`src/rtl/lsu_v2.sv`:
```
// rtl/lsu_v2.sv - load/store unit: registered valid/ready memory port with optional timeout
module lsu_v2 #(
  parameter int          DATA_BITS          = 8,
  parameter int          ADDR_BITS          = 8,
  parameter int          TIMEOUT_CYCLES     = 0,
  parameter logic [2:0]  CORE_STATE_REQUEST = 3'b011,
  parameter logic [2:0]  CORE_STATE_UPDATE  = 3'b110
) (
  input  logic                 clk,
  input  logic                 reset,
  input  logic                 enable,
  input  logic [2:0]           core_state,
  input  logic                 decoded_mem_read_enable,
  input  logic                 decoded_mem_write_enable,
  input  logic [DATA_BITS-1:0] rs,
  input  logic [DATA_BITS-1:0] rt,
  output logic                 mem_read_valid,
  output logic [ADDR_BITS-1:0] mem_read_addr,
  input  logic                 mem_read_ready,
  input  logic [DATA_BITS-1:0] mem_read_data,
  output logic                 mem_write_valid,
  output logic [ADDR_BITS-1:0] mem_write_addr,
  output logic [DATA_BITS-1:0] mem_write_data,
  input  logic                 mem_write_ready,
  output logic [DATA_BITS-1:0] lsu_out,
  output logic [1:0]           lsu_state,
  output logic                 lsu_error
);

  localparam int CW = (TIMEOUT_CYCLES > 0) ? $clog2(TIMEOUT_CYCLES + 1) : 1;
  localparam logic [CW-1:0] CNT_LAST = CW'((TIMEOUT_CYCLES > 0) ? TIMEOUT_CYCLES - 1 : 0);

  typedef enum logic [1:0] {
    IDLE       = 2'd0,
    REQUESTING = 2'd1,
    WAITING    = 2'd2,
    DONE       = 2'd3
  } state_t;

  state_t                state, state_n;
  logic                  op_read;
  logic [ADDR_BITS-1:0]  addr_q;
  logic [DATA_BITS-1:0]  data_q;
  logic [CW-1:0]         cnt;
  logic                  start, ready_act, timeout_hit;

  always_comb begin
    state_n     = state;
    start       = enable && (core_state == CORE_STATE_REQUEST) &&
                  (decoded_mem_read_enable || decoded_mem_write_enable);
    ready_act   = op_read ? mem_read_ready : mem_write_ready;
    // Abort on the edge where the count of ready-less WAITING cycles would reach the limit.
    timeout_hit = (TIMEOUT_CYCLES > 0) && (cnt == CNT_LAST);
    case (state)
      IDLE:       if (start) state_n = REQUESTING;
      REQUESTING: state_n = WAITING;
      WAITING:    if (ready_act || timeout_hit) state_n = DONE;
      DONE:       if (core_state == CORE_STATE_UPDATE) state_n = IDLE;
      default:    state_n = IDLE;
    endcase
  end

  always_ff @(posedge clk) begin
    if (reset) state <= IDLE;
    else       state <= state_n;
  end

  always_ff @(posedge clk) begin
    if (reset) begin
      op_read         <= 1'b0;
      addr_q          <= '0;
      data_q          <= '0;
      cnt             <= '0;
      mem_read_valid  <= 1'b0;
      mem_read_addr   <= '0;
      mem_write_valid <= 1'b0;
      mem_write_addr  <= '0;
      mem_write_data  <= '0;
      lsu_out         <= '0;
      lsu_error       <= 1'b0;
    end else begin
      case (state)
        IDLE: if (start) begin
          // Load wins when both flags are set; the store is silently dropped.
          op_read   <= decoded_mem_read_enable;
          addr_q    <= ADDR_BITS'(rs);
          data_q    <= rt;
          lsu_error <= 1'b0;
        end
        REQUESTING: begin
          cnt <= '0;
          if (op_read) begin
            mem_read_valid <= 1'b1;
            mem_read_addr  <= addr_q;
          end else begin
            mem_write_valid <= 1'b1;
            mem_write_addr  <= addr_q;
            mem_write_data  <= data_q;
          end
        end
        WAITING: begin
          if (ready_act) begin
            mem_read_valid  <= 1'b0;
            mem_write_valid <= 1'b0;
            if (op_read) lsu_out <= mem_read_data;
          end else if (timeout_hit) begin
            mem_read_valid  <= 1'b0;
            mem_write_valid <= 1'b0;
            lsu_error       <= 1'b1;
          end else begin
            cnt <= cnt + 1'b1;
          end
        end
        default: ;
      endcase
    end
  end

  assign lsu_state = state;

endmodule

```
`config.mk`:
```
export PLATFORM = sky130hd
export DESIGN_NAME = lsu_v2
export DESIGN_NICKNAME = d
export VERILOG_FILES = /design/src/rtl/lsu_v2.sv
export SDC_FILE = /design/constraint.sdc
export NUM_CORES = 1
export LEC_CHECK = 0
export CAP_MARGIN = 20
export CORE_ASPECT_RATIO = 1.1
export CORE_MARGIN = 2
export CORE_UTILIZATION = 35
export CTS_CLUSTER_SIZE = 8
export DETAILED_ROUTE_END_ITERATION = 6
export PLACE_DENSITY_LB_ADDON = 0.05
export SYNTH_ARGS = -nofsm -noshare
export SYNTH_HDL_FRONTEND = slang
export SYNTH_SLANG_ARGS = --single-unit
export TNS_END_PERCENT = 30
```
`constraint.sdc`:
```
create_clock -name clk -period 1.8 [get_ports clk]
set_clock_uncertainty 0.05 [all_clocks]
set_input_delay 0.36 -clock clk [delete_from_list [all_inputs] [get_ports clk]]
set_output_delay 0.36 -clock clk [all_outputs]
set_load 0.05 [all_outputs]
```
Word-level counts from Yosys, hierarchy flattened:

Cells that the tools add are included.

* register bits: 53
* output and inout bits: 37
* bits of input ports: 34
* logic and storage cells: 43

* equal/unequal tests: 10
* reductions and logical operators: 12
* bitwise logic cells: 1
* muxes and demuxes: 10

Operator list (number)
* AND reduction 3 bit: 4
* inequality test 2 bit (second input constant): 5
* case mux 2 bit (4 select lines): 1
* two-way mux 2 bit: 3
* AND reduction 2 bit: 3
* equality test 2 bit (second input constant): 2
* two-way mux 1 bit: 4
* case mux 1 bit (2 select lines): 2
* equality test 3 x 2 -> 1 bit (second input constant): 1
* equality test 3 bit (second input constant): 1
* equality test 2 x 1 -> 1 bit (second input constant): 1
* logical AND 1 bit: 2
* logical NOT 2 bit: 1
* nonzero test 2 bit: 1
* logical OR 1 bit: 1
* inverter 1 bit: 1

Depth between registers and ports, before layout:

* depth after elaboration: 5
* gate-level depth with buffers: 8
* gate-level depth less buffers: 6

Worst setup path before layout:

OpenSTA, ideal clock, no wires.

* kind: register to register
* start point: register state[0], in the netlist lsu_state[0]
* end point: register addr_q[0]
* path buffers: 2
* library setup time: 0.128 ns
* clock period less this slack: 1.763 ns
* cell stages (with the launch flop): 9
* path slack: 0.037 ns
* arrival: 1.586 ns
* data required time: 1.622 ns
* cell sequence: dfxtp_1 -> inv_1 -> ha_1 -> inv_1 -> nor3_2 -> buf_6 -> buf_12 -> mux2i_1 -> nor2_1

* word-level cells in the longest chain between the ends: 2

RTL lines
* from (decl): line 40 `state_t state, state_n;`
* from (signal assigned): line 65 `else state <= state_n;`
* logical NOT 2 bit: line 82 `case (state)`
* AND reduction 2 bit (no line)
* to (signal assigned): line 86 `addr_q <= ADDR_BITS'(rs);`
* to (decl): line 42 `logic [ADDR_BITS-1:0] addr_q;`

No other way between the ends.
A chain may end at the register's enable or synchronous reset.

Final worst setup path:

* start point: input core_state[1]
* end point: register data_q[4]

* word-level cells in the longest chain between the ends: 4

RTL lines
* from (decl): line 12 `input logic [2:0] core_state,`
* equality test 3 x 2 -> 1 bit: line 49 `start = enable && (core_state == CORE_STATE_REQUEST) &&`
* logical AND 1 bit (2 in series): line 49
* AND reduction 2 bit (no line)
* to (signal assigned): line 87 `data_q <= rt;`
* to (decl): line 43 `logic [DATA_BITS-1:0] data_q;`

No other way between the ends.

==> summary.md <==
| Metric | Value |
|---|---|
| Status | finished clean |
| Bufs on Longest Clock Path | 2 |
| Gr ovfl total | 0 |
| Crit-path max cell delay | 0.53 ns |
| Post-synth top area share | 51.4% |
| Sink Count | 53 |
| PwrDens | 897 nW/µm² |
| Rows | 29 |
| Vias per cell | 4.44 |
| Setup TNS | 0 ns |
| Post-synth top flop | dfxtp_1 |
| Cts bufs inserted | 5 |
| Die Wd | 77.2 µm |
| Syn Nets | 264 |
| Core area | 5730 µm² |
| EDFF count, synth | 0 |
| Sequential area share after synthesis | 51.4% |
| Final Instance Count excl. Fillers | 370 |
| Clock latency on the worst-skew pair | 0.30 ns |
| Multiplexer area fraction after synthesis | 13.2% |
| Combinational Power Share | 24.4% |
| Startpoint types | input pin |
| DRC violation count after routing | 0 |
| CTS tree | yes |
| Syn-to-layout area delta | 36.7% |
| Post-synthesis async set-or-reset flop share | 0% |
| Main combinational cell family by area after synthesis | simple AND/OR/NAND/NOR gates |
| H-tree levels | 2 |
| Synthesized cell area | 2060 µm² |
| Ports | 71 |
| Final Util | 49.2% |
| WL per Instance | 11.9 µm |
| Dpl hpwl | 3090 µm |
| Worst Path Required | 1.95 ns |
| All-layer global routing usage | 14.3% |
| Layout cell share with drive strength beyond 1 | 18.8% |
| First-pass GRT wire length | 7420 µm |
| Iteration-0 DRC count of the detailed router | 59 |
| Area of the multi-input gates | 896 µm² |
| Antenna fix cells | 0 |
| RSZ-0062 raised after global routing | no |
| Slowest CP cell | clkdlybuf4s50_1 |
| Synth warn | 0 |
| Fill count | 602 |
| Int Pwr | 0.00172 W |
| Kind of critical path | in2reg |
| Placer congestion estimate | 0.686 |
| Fin crit share | 85.2% |
| Register area | 1060 µm² |
| Final ANT Viol Nets | 0 |
| Largest net degree at the start of global routing | 31 |
| PortBufs | 69 |
| DIE AREA | 6530 µm² |
| Dpl cells | 362 |
| Compound-cell area share of the yosys netlist | 8.67% |
| Initial antenna violation count | 0 |
| DRT Wirelength | 4390 µm |
| Average size of a mapped cell | 9.13 µm² |
| Post-Synth Simple-Gate Area | 18.6% |
| CTS clk-pin slew, worst paths | 0.10 ns |
| Post-route minimum period | 1.53 ns |
| XOR/XNOR Fraction of Synth Area | 0% |
| Via Count | 1644 |
| DR pass1 iterations | 4 |
| Post-synthesis cell type count | 27 |
| Leakage power | 1.14 nW |
| Critical path fanouts, max | 17 |
| Area leader, netlist | dfxtp_1 |
| Die Ht | 84.5 µm |
| Syn Inst Count | 226 |
| Clock power frac | 26.4% |
| Fin nets | 330 |
| Crit-path cells | clkdlybuf4s50_1 > nand4b_4 > nor3_4 > buf_12 > mux2i_1 > nor2_1 |
| Seq pwr share | 49.2% |
| Slew Viols, Final | 0 |
| Hold Vio Cnt, Final | 0 |
| Fmax | 652 MHz |
| P_sw | 0.000810 W |
| Hold Crit Class | in2reg |
| CP Capture Type | flip-flop |
| Final Power | 0.00253 W |
| Vias in the first global route | 1544 |
| Starting density of the core | 36.0% |
| Peak VDD IR | 0.564 mV |
| Flops & latches, synth | 53 |
| Setup Viol. Count Final | 0 |
| Worst Path Arrival | 1.69 ns |
| Max_cap viols | 0 |
| CTS root buf | clkbuf_8 |
| Switching Fraction | 32.0% |
| Dominant cells by area after synthesis | dfxtp_1, mux2i_1, nand2_1 |
| Adder-Cell Fraction of Synth Area | 2.43% |
==> metal layers <==
layer  GRT usage, %  vias to the layer above  part of all wire [%]
li1               -                      869                     -
met1           19.0                      725                    47
met2           21.7                       45                    44
met3           4.41                        5                   7.2
met4           5.36                        0                   1.4
met5              0                        -                     0
==> worst paths after layout <==
path,slack (ns),startpoint,depth (start not counted),end
max,0.27,core_state[1],6,data_q[4]$_SDFFE_PP0P_
min reg2reg,0.40,data_q[2]$_SDFFE_PP0P_,2,mem_write_data[2]$_SDFFE_PP0P_
min,0.35,reset,2,lsu_out[1]$_SDFFE_PP0P_
max reg2reg,0.29,lsu_state[0]$_SDFFE_PP0P_,7,data_q[4]$_SDFFE_PP0P_
==> synthesized netlist by cell type (all sizes together), types with 2 or more instances <==
cell type and n:
buf 8, nor2 29, nand2 44, inv 4, a21oi 25, ha 4, nand3 9, o21ai 3
dfxtp 53, nand2b 3, a22oi 2, mux2i 26, clkbuf 8
==> area by class of cell <==
cell class                 count  area share [%]
sequential                    53            37.6
multi-input combinational    153            31.8
timing repair buffer          75            23.6
tap                           77            3.42
clock buffer                   6            2.57
inverter                       4           0.532
clock inverter                 2           0.488
==> power groups by stage <==
stage / sequential, W / combinational (W) / clock (W)
final: 0.00125 / 0.000618 / 0.000667
after global routing: 0.00125 / 0.000684 / 0.000752
after CTS: 0.00125 / 0.000631 / 0.000702
after detailed placement: 0.00127 / 0.000628 / 0
after global placement: 0.00127 / 0.000626 / 0
after floorplan: 0.00136 / 0.000315 / 0
==> flip-flops by register name, summed over array words and instances (netlist names) <==
signal,count
addr_q,8
data_q,8
lsu_out,8
lsu_state,2
mem_read_addr,8
mem_read_valid,1
mem_write_addr,8
mem_write_data,8
mem_write_valid,1
op_read,1
==> through the flow <==
step / cell area, µm² / hold slack [ns] / setup WS, ns
6_report: 2820 / 0.355 / 0.266
3_5_place_dp: 2730 / 0.391 / -0.0719
4_1_cts: 2820 / 0.354 / 0.132
2_1_floorplan: 2060 / 0.381 / 0.0366
5_1_grt: 2820 / 0.363 / 0.124
3_3_place_gp: 2730 / 0.392 / -0.0395
==> what timing repair did <==
action,4_1_cts,5_1_grt
buffers inserted,0,0
setup endpoints to repair,0,9
hold endpoints to repair,0,0
hold buffers,0,0
resized for setup,0,1
==> cells in the final DEF (no fill, tap or decap), drive strengths merged <==
cell type / Yosys / routed
a31oi: 1 / 1
a22oi: 2 / 2
clkinv: 0 / 1
o21ai: 3 / 3
dfxtp: 53 / 53
clkbuf: 8 / 6
conb: 1 / 1
ha: 4 / 4
mux2i: 26 / 26
nand3: 9 / 9
clkdlybuf4s50: 0 / 32
inv: 4 / 5
nor2b: 1 / 1
a21oi: 25 / 25
buf: 8 / 43
o21a: 1 / 1
o211a: 1 / 1
nand2b: 3 / 3
nor2: 29 / 29
nand2: 44 / 44
nand4b: 1 / 1
mux2: 1 / 1
nor3: 1 / 1
==> logic make-up (layout without fill, tap and decap cells) <==
family,count (synthesis),after routing
other cells,1,1
mux,27,27
buf+inv,20,87
compound gates,33,33
fa+ha+maj,4,4
simple gates,88,88
flops,53,53
==> worst max-delay path: cells and delay by family <==
kind	cells	cell delay (ns)
buffers and inverters	2	0.73
and+or+nand+nor	3	0.39
muxes	1	0.20
Power figures use the tool's default switching activity.
